===== config.mk =====
export PLATFORM = sky130hd
export DESIGN_NAME = alu_arbiter
export DESIGN_NICKNAME = d
export VERILOG_FILES = /design/src/rtl/alu_arbiter.sv
export SDC_FILE = /design/constraint.sdc
export NUM_CORES = 1
export LEC_CHECK = 0
export ABC_AREA = 1
export BUFFER_PORTS_ARGS = -buffer_cell sky130_fd_sc_hd__buf_2
export CORE_AREA = 2 2 108 110
export CTS_BUF_LIST = sky130_fd_sc_hd__clkbuf_4 sky130_fd_sc_hd__clkbuf_8
export DETAILED_ROUTE_END_ITERATION = 12
export DIE_AREA = 0 0 110 112
export GPL_TIMING_DRIVEN = 0
export SETUP_SLACK_MARGIN = 0.5
export SYNTH_ARGS = -nofsm -noshare
export SYNTH_HDL_FRONTEND = slang
export SYNTH_SLANG_ARGS = --single-unit

===== constraint.sdc =====
create_clock -name clk -period 1.6 [get_ports clk]
set_clock_uncertainty 0.2 [all_clocks]
set_input_delay 0.08 -clock clk [delete_from_list [all_inputs] [get_ports clk]]
set_output_delay 0.08 -clock clk [all_outputs]
set_load 0.01 [all_outputs]

===== src/rtl/alu_arbiter.sv =====
// alu_arbiter: round-robin sharing of one combinational ALU between NUM_REQ requesters
// Ports: clk/reset (sync, active-high); req_valid/req_ready + packed req_alu_op/req_in_a/req_in_b per requester;
// alu_op/alu_in_a/alu_in_b out to the shared ALU, alu_result/alu_zero back;
// rsp_valid/rsp_ready handshake with registered rsp_id/rsp_result/rsp_zero.
module alu_arbiter #(
  parameter int NUM_REQ = 2,
  localparam int ID_W = (NUM_REQ > 2) ? $clog2(NUM_REQ) : 1
) (
  input  logic                    clk,
  input  logic                    reset,
  input  logic [NUM_REQ-1:0]      req_valid,
  output logic [NUM_REQ-1:0]      req_ready,
  input  logic [4*NUM_REQ-1:0]    req_alu_op,
  input  logic [32*NUM_REQ-1:0]   req_in_a,
  input  logic [32*NUM_REQ-1:0]   req_in_b,
  output logic [3:0]              alu_op,
  output logic [31:0]             alu_in_a,
  output logic [31:0]             alu_in_b,
  input  logic [31:0]             alu_result,
  input  logic                    alu_zero,
  output logic                    rsp_valid,
  input  logic                    rsp_ready,
  output logic [ID_W-1:0]         rsp_id,
  output logic [31:0]             rsp_result,
  output logic                    rsp_zero
);
  logic [ID_W-1:0] r_ptr;
  logic            r_valid;
  logic [ID_W-1:0] r_id;
  logic [31:0]     r_result;
  logic            r_zero;
  logic [3:0]      w_op [NUM_REQ];
  logic [31:0]     w_a  [NUM_REQ];
  logic [31:0]     w_b  [NUM_REQ];
  logic            w_hit;
  logic [ID_W-1:0] w_g;
  logic            w_issue;
  logic            w_acc;
  for (genvar i = 0; i < NUM_REQ; i++) begin : g_req
    assign w_op[i] = req_alu_op[4*i +: 4];
    assign w_a[i]  = req_in_a[32*i +: 32];
    assign w_b[i]  = req_in_b[32*i +: 32];
    assign req_ready[i] = w_acc && (w_g == ID_W'(i));
  end
  // Scan from the farthest offset down so the one closest to r_ptr wins.
  always_comb begin
    logic [ID_W:0] j;
    w_hit = 1'b0;
    w_g   = '0;
    for (int k = NUM_REQ-1; k >= 0; k--) begin
      j = {1'b0, r_ptr} + (ID_W+1)'(k);
      j = (j >= (ID_W+1)'(NUM_REQ)) ? j - (ID_W+1)'(NUM_REQ) : j;
      if (req_valid[j[ID_W-1:0]]) begin
        w_hit = 1'b1;
        w_g   = j[ID_W-1:0];
      end
    end
  end
  assign w_issue  = !reset && (!r_valid || rsp_ready);
  assign w_acc    = w_issue && w_hit;
  assign alu_op   = w_hit ? w_op[w_g] : '0;
  assign alu_in_a = w_hit ? w_a[w_g]  : '0;
  assign alu_in_b = w_hit ? w_b[w_g]  : '0;
  always_ff @(posedge clk) begin
    if (reset) begin
      r_ptr    <= '0;
      r_valid  <= 1'b0;
      r_id     <= '0;
      r_result <= '0;
      r_zero   <= 1'b0;
    end else if (w_acc) begin
      r_valid  <= 1'b1;
      r_id     <= w_g;
      r_result <= alu_result;
      r_zero   <= alu_zero;
      r_ptr    <= (w_g == ID_W'(NUM_REQ-1)) ? '0 : w_g + 1'b1;
    end else if (rsp_ready) begin
      r_valid  <= 1'b0;
    end
  end
  assign rsp_valid  = r_valid;
  assign rsp_id     = r_id;
  assign rsp_result = r_result;
  assign rsp_zero   = r_zero;
`ifndef SYNTHESIS
  a_onehot: assert property (@(posedge clk) $onehot0(req_ready));
  a_stable: assert property (@(posedge clk) disable iff (reset)
    (r_valid && !rsp_ready) |=> $stable({r_valid, r_id, r_result, r_zero}));
  a_id: assert property (@(posedge clk) {1'b0, r_id} < (ID_W+1)'(NUM_REQ));
`endif
endmodule

==> results of run 1 <==
==> what timing repair did <==
| action | in CTS | in global routing |
|---|---|---|
| gates resized for setup | 118 | 12 |
| cloned | 6 | 1 |
| pin swaps | 15 | 19 |
| endpoints found under the setup margin | 103 | 110 |
| endpoints found under the hold margin | 35 | 4 |
| setup buffers | 14 | 3 |
==> synthesized netlist by cell type <==
library cell	number	share of area, %
nand2_1	173	28
buf_6	1	0.48
a21oi_2	1	0.38
nand2_2	1	0.27
dfxtp_1	36	31
inv_1	5	0.81
a21oi_1	2	0.43
nand3_4	1	0.75
buf_4	4	1.3
inv_2	3	0.48
nand3_1	136	29
clkbuf_1	4	0.65
buf_2	22	4.7
nand2_4	2	0.97
buf_1	3	0.48
==> metrics by stage <==
step | hold WS (ps) | TNS [ps]
4_1_cts | -56.6 | -3670
5_1_grt | -40.5 | -8420
3_5_place_dp | 108 | 0
3_3_place_gp | 105 | 0
2_1_floorplan | -58.3 | 0
6_report | -54.7 | -2570
==> critical path, stage by stage (launching register included) <==
cell     delay [ps]
dfxtp_2         330
inv_2            60
nand2_4          60
nand2_8         120
inv_8            60
buf_8           130
buf_8           130
nand2_1          70
nand2_2          50
buf_6           120
==> path summary, 6_finish.rpt <==
path	depth (start not counted)	slack [ps]	from	endpoint
min reg2reg	2	250	rsp_result[23]$_SDFFE_PP0P_	rsp_result[23]$_SDFFE_PP0P_
max reg2reg	7	200	rsp_valid$_SDFFE_PP0P_	rsp_result[2]$_SDFFE_PP0P_
max	9	-100	r_ptr$_SDFFE_PP0P_	alu_in_b[16]
min	4	-50	reset	rsp_result[27]$_SDFFE_PP0P_
==> area by class of cell <==
class                   count  area, sq um  area share, %
multi-input cells         316         1720           33.1
clock inverters             1         7.51          0.145
repair buffers            335         2150           41.5
well taps                 143          179           3.45
clock buffers               7         90.1           1.74
inverters                   8         37.5          0.724
flip-flops and latches     36          727           14.0
plain buffers              34          268           5.16
diodes                      2         5.00         0.0965
==> layout by cell type, fill, tap and decap left out <==
cell type,instances
a21oi_2,2
a21oi_4,1
buf_1,3
buf_12,3
buf_16,1
buf_2,267
buf_4,9
buf_6,41
buf_8,4
clkbuf_1,4
clkbuf_16,1
clkbuf_4,3
clkbuf_8,6
clkinvlp_4,1
dfxtp_1,31
dfxtp_2,5
diode_2,2
dlygate4sd3_1,33
dlymetal6s4s_1,1
inv_1,2
inv_2,5
inv_8,1
nand2_1,146
nand2_2,24
nand2_4,5
nand2_8,1
nand3_1,95
nand3_2,40
nand3_4,2
==> cell families after synthesis <==
family	Yosys count	synth area share, %
AND/OR/NAND/NOR	313	59.2
buffers and inverters	42	8.94
flip-flops	36	31.0
AO/OA/AOI/OAI	3	0.808
==> per-layer routing <==
metal  wire length, um  global-route usage [%]
met1              4870                    22.6
met2              6160                    32.2
met3              1070                    3.92
met4               164                    4.98
met5                 0                       0
==> flip-flops by register name, summed over array words and instances (netlist names) <==
register,cells
rsp_zero,1
rsp_valid,1
rsp_id,1
rsp_result,32
r_ptr,1
==> power by group through the flow <==
| stage | logic, uW | clock network (uW) | registers (uW) |
|---|---|---|---|
| global placement | 1080 | 0 | 1040 |
| CTS | 1380 | 705 | 1030 |
| global route | 1530 | 747 | 1040 |
| floorplan | 492 | 0 | 1080 |
| detailed placement | 1070 | 0 | 1040 |
| finish | 1410 | 696 | 1030 |
==> results.py, run 1 <==
metrics = {
    "global_routing": {
        "antenna_found_initial": 2,
        "grt_usage_pct": 18.5,
        "grt_pass1_wl_um": 18000,
        "overflow": 0,
        "grt_max_degree": 12,
        "grt_pass1_vias": 3627,
    },
    "floorplanning": {
        "io_pins": 279,
        "initial_core_util_pct": 20.8,
        "die_h_um": 112,
        "num_rows": 39,
        "core-area_sq_um": 11200,
        "die-area_sq_um": 12300,
        "die_w_um": 110,
    },
    "power": {
        "p_comb_share_pct": 44.9,
        "clockPowerShare_pct": 22.2,
        "power_leakage_uw": 0.00300,
        "seqPwrFrac_pct": 32.9,
        "netSwitchingFraction_pct": 34.4,
        "p_int_uw": 2060,
        "total_power_uw": 3130,
        "powerDensity_nw_per_um2": 604,
        "switchingPower_uw": 1080,
        "peakVddDrop_mv": 0.480,
    },
    "sta": {
        "holdWs_ps": -54.7,
        "max_clock_freq_mhz": 590,
        "slew_violations": 0,
        "period_share_pct": 106,
        "worst_pin_slew_ps": 688,
        "final.min_clock_period_ps": 1700,
        "rsz0062_at_grt": "true",
        "finalSetupViolations": 62,
        "maxSlewHeadroom_pct": 54.1,
        "hold_viol": 4,
        "fin_ws_ps": -95.8,
    },
    "placement": {
        "place_congestion": 0.872,
        "placed_cells": 814,
        "hpwlAfterDp_um": 9060,
        "dpl_worst_slack_ps": 155,
        "dpl_cell_area_sq_um": 3970,
        "numPortBuffers": 277,
    },
    "synth": {
        "yosysWarnings": 0,
        "synth_area_sq_um": 2320,
        "yosysSeqAreaShare_pct": 31.0,
        "syn_inst": 394,
        "syn_nets": 568,
        "ys_ff_latch": 36,
        "synth.distinct_cells": 15,
        "avgSynthCellArea_sq_um": 5.90,
    },
    "clock_tree": {
        "clk-insertion-delay-late_ps": 280,
        "numCtsBuffers": 5,
        "cts_sinks": 36,
        "cts_hold_buf": 34,
        "cts_max_path_buffers": 2,
        "path_clk_slew_ps": 80,
        "htree_num_levels": 2,
        "cts_tree": "yes",
        "cts_root_buf": "clkbuf_8",
    },
    "min_path": {
        "hold_class": "in2reg",
    },
    "drt": {
        "drt_pass1_iterations": 4,
        "vias_per_cell": 4.42,
        "via_count": 3899,
        "ant_nets": 0,
        "drc": 0,
        "avgRoutedWirePerCell_um": 13.9,
        "dr.first_iter.drc_count": 177,
        "routed_wl_um": 12300,
    },
    "outcome": {
        "failed_checks": "negative hold slack, negative setup slack",
        "status": "finished with violations",
    },
    "critical_path": {
        "critPathKind": "reg2out",
        "worstPathMaxFanout": 10,
        "critPathArrivalTime_ps": 1420,
        "critPathLaunchType": "flop",
        "cp.required_ps": 1320,
        "cp-end-kind": "output port",
    },
    "cells_and_area": {
        "fin_cells": 882,
        "design_area_sq_um": 5190,
        "drive_above_1_share_pct": 57.3,
        "final_util_pct": 46.4,
        "final_nets": 910,
        "area_growth_pct": 123,
        "fillers": 1162,
    },
    "flow_run": {
        "drv_cap": 0,
    },
}
No activity file was read; power rests on OpenSTA's default activity.
==> inputs of run 2 (changes only) <==
--- a/config.mk
+++ b/config.mk
@@ -13,6 +13,7 @@
 export DIE_AREA = 0 0 110 112
 export GPL_TIMING_DRIVEN = 0
 export SETUP_SLACK_MARGIN = 0.5
+export SKIP_LAST_GASP = 1
 export SYNTH_ARGS = -nofsm -noshare
 export SYNTH_HDL_FRONTEND = slang
 export SYNTH_SLANG_ARGS = --single-unit
==> run 2 against run 1 <==
Effect of this change: the flow finishes with violations (negative setup slack); cell area up 1.0%; global-route usage down 0.15 points; register-to-register slack about the same; cell count unchanged; sequential share of layout area down 0.19 points; sequential power about the same; clock power about the same; wire length up 1.3%; fmax down 1.7%; via count about the same; non-clock buffer count unchanged.
==> results.py, run 2 (synthesized netlist as in run 1, its figures left out) <==
metrics = {
    "outcome": {
        "status": "finished with violations",
        "failed_checks": "negative setup slack",
    },
    "min_path": {
        "hold_start": "rsp_ready",
        "min_path_cells": 5,
        "hold_class": "in2reg",
    },
    "power": {
        "p_int_uw": 2060,
        "switchingPower_uw": 1090,
        "peakVddDrop_mv": 0.482,
        "seqPwrFrac_pct": 32.6,
        "power_leakage_uw": 0.00303,
        "netSwitchingFraction_pct": 34.5,
        "powerDensity_nw_per_um2": 601,
        "clockPowerShare_pct": 22.0,
        "p_comb_share_pct": 45.3,
    },
    "sta": {
        "holdWs_ps": 35.0,
        "final.min_clock_period_ps": 1720,
        "worst_pin_slew_ps": 698,
        "period_share_pct": 108,
        "slew_violations": 0,
        "maxSlewHeadroom_pct": 53.5,
        "max_clock_freq_mhz": 580,
        "hold_viol": 0,
        "rsz0062_at_grt": "true",
        "fin_ws_ps": -125,
        "finalSetupViolations": 66,
    },
    "critical_path": {
        "critPathLaunchType": "flop",
        "crit_family": "buffers and inverters",
        "crit_path_top_delay_cell": "dfxtp_2",
        "cp-startpoint": "r_ptr$_SDFFE_PP0P_",
        "crit_buf_inv": 5,
        "critPathKind": "reg2out",
        "cp.required_ps": 1320,
        "cpMostUsedCell": "nand2_2",
        "r2r_slack_ps": 200,
        "cp.depth": 9,
        "worstPathMaxFanout": 7,
        "critPathArrivalTime_ps": 1440,
        "reg2reg_from": "rsp_valid$_SDFFE_PP0P_",
        "reg2regPathDepth": 7,
        "path_cells": "inv_2, nand2_4, nand2_8, clkinv_8, buf_8, clkbuf_16, nand2_2, nand2_2, buf_6",
        "cp-end-kind": "output port",
        "cp_slowest_stage_delay_ps": 330,
    },
    "global_routing": {
        "grt_max_degree": 12,
        "antenna_found_initial": 2,
        "grt_usage_pct": 18.3,
        "grt_pass1_wl_um": 17800,
        "grt_pass1_vias": 3609,
        "overflow": 0,
    },
    "placement": {
        "numPortBuffers": 277,
        "dpl_cell_area_sq_um": 3970,
        "dpl_worst_slack_ps": 155,
        "hpwlAfterDp_um": 9060,
        "place_congestion": 0.872,
    },
    "cells_and_area": {
        "final_common_cell": "buf_2",
        "drive_above_1_share_pct": 57.4,
        "final_nets": 910,
        "layout_common_cells": "buf_2 (264), nand2_1 (139), nand3_1 (97)",
        "largest_register_ffs": 32,
        "fillers": 1168,
        "design_area_sq_um": 5240,
        "final_util_pct": 46.9,
        "area_growth_pct": 126,
    },
    "drt": {
        "drt_pass1_iterations": 4,
        "drc": 0,
        "avgRoutedWirePerCell_um": 14.1,
        "ant_nets": 0,
        "dr.first_iter.drc_count": 223,
        "routed_wl_um": 12400,
        "vias_per_cell": 4.42,
        "via_count": 3897,
    },
    "clock_tree": {
        "cts_max_path_buffers": 2,
        "cts_sinks": 36,
        "cts_root_buf": "clkbuf_8",
        "path_clk_slew_ps": 80,
        "htree_num_levels": 2,
        "cts_tree": "yes",
        "clk-insertion-delay-late_ps": 280,
        "numCtsBuffers": 5,
    },
    "floorplanning": {
        "die-area_sq_um": 12300,
        "initial_core_util_pct": 20.8,
        "die_w_um": 110,
        "num_rows": 39,
        "core-area_sq_um": 11200,
        "io_pins": 279,
        "die_h_um": 112,
    },
    "flow_run": {
        "drv_cap": 0,
    },
}
-- run 2: cell types whose count changed in the layout (fill, tap and decap cells not counted), sizes merged --
cell / change
dlygate4sd3: +1
buf: -1
clkinv: +1
inv: -1
-- run 2: what timing repair did --
| item | in CTS | in global routing |
|---|---|---|
| pin swaps | 12 | 29 |
| gates resized for setup | 66 | 78 |
| gates cloned | 6 | 1 |
| endpoints found under the setup margin | 103 | 108 |
| hold buffers | 35 | 0 |
| endpoints found under the hold margin | 35 | 0 |
| buffers inserted | 14 | 2 |
-- run 2: final cells by class --
| type | count | area, sq um | area share, % |
|---|---|---|---|
| Multi-Input combinational cell | 316 | 1750 | 33.4 |
| Tap cell | 143 | 179 | 3.41 |
| Clock inverter | 1 | 7.51 | 0.143 |
| Timing Repair Buffer | 335 | 2170 | 41.5 |
| Antenna cell | 2 | 5.00 | 0.0955 |
| Clock buffer | 7 | 90.1 | 1.72 |
| Sequential cell | 36 | 724 | 13.8 |
| Inverter | 8 | 42.5 | 0.812 |
| Buffer | 34 | 272 | 5.18 |
-- run 2: stage by stage --
stage	total power, uW	cells	setup TNS (ps)
6_report	3150	882	-2910
4_1_cts	3030	877	-4330
3_5_place_dp	2120	814	0
2_1_floorplan	1570	394	0
5_1_grt	3340	882	-8430
3_3_place_gp	2120	814	0
-- run 2: worst min-delay path, cell delays in order --
cell     delay [ps]
buf_2            80
inv_1            80
nand2_4          90
buf_4           100
a21oi_2          40
-- run 2: path summary, 6_finish.rpt --
path                                  to
max                         alu_in_b[16]
min               rsp_valid$_SDFFE_PP0P_
max reg2reg   rsp_result[6]$_SDFFE_PP0P_
min reg2reg  rsp_result[23]$_SDFFE_PP0P_
-- run 2: per-layer routing --
layer	global-route usage, %	vias to the layer above	routed length [um]	share of wire [%]
li1	-	1973	-	-
met1	23.0	1737	5030	40
met2	31.4	171	6300	51
met3	3.75	16	904	7.3
met4	4.89	0	191	1.5
met5	0	-	0	0
-- run 2: power by group through the flow --
stage               clock network (uW)  logic (uW)  registers [uW]
detailed placement                   0        1070            1040
global route                       747        1560            1040
finish                             695        1430            1030
global placement                     0        1080            1040
floorplan                            0         492            1080
CTS                                705        1310            1020
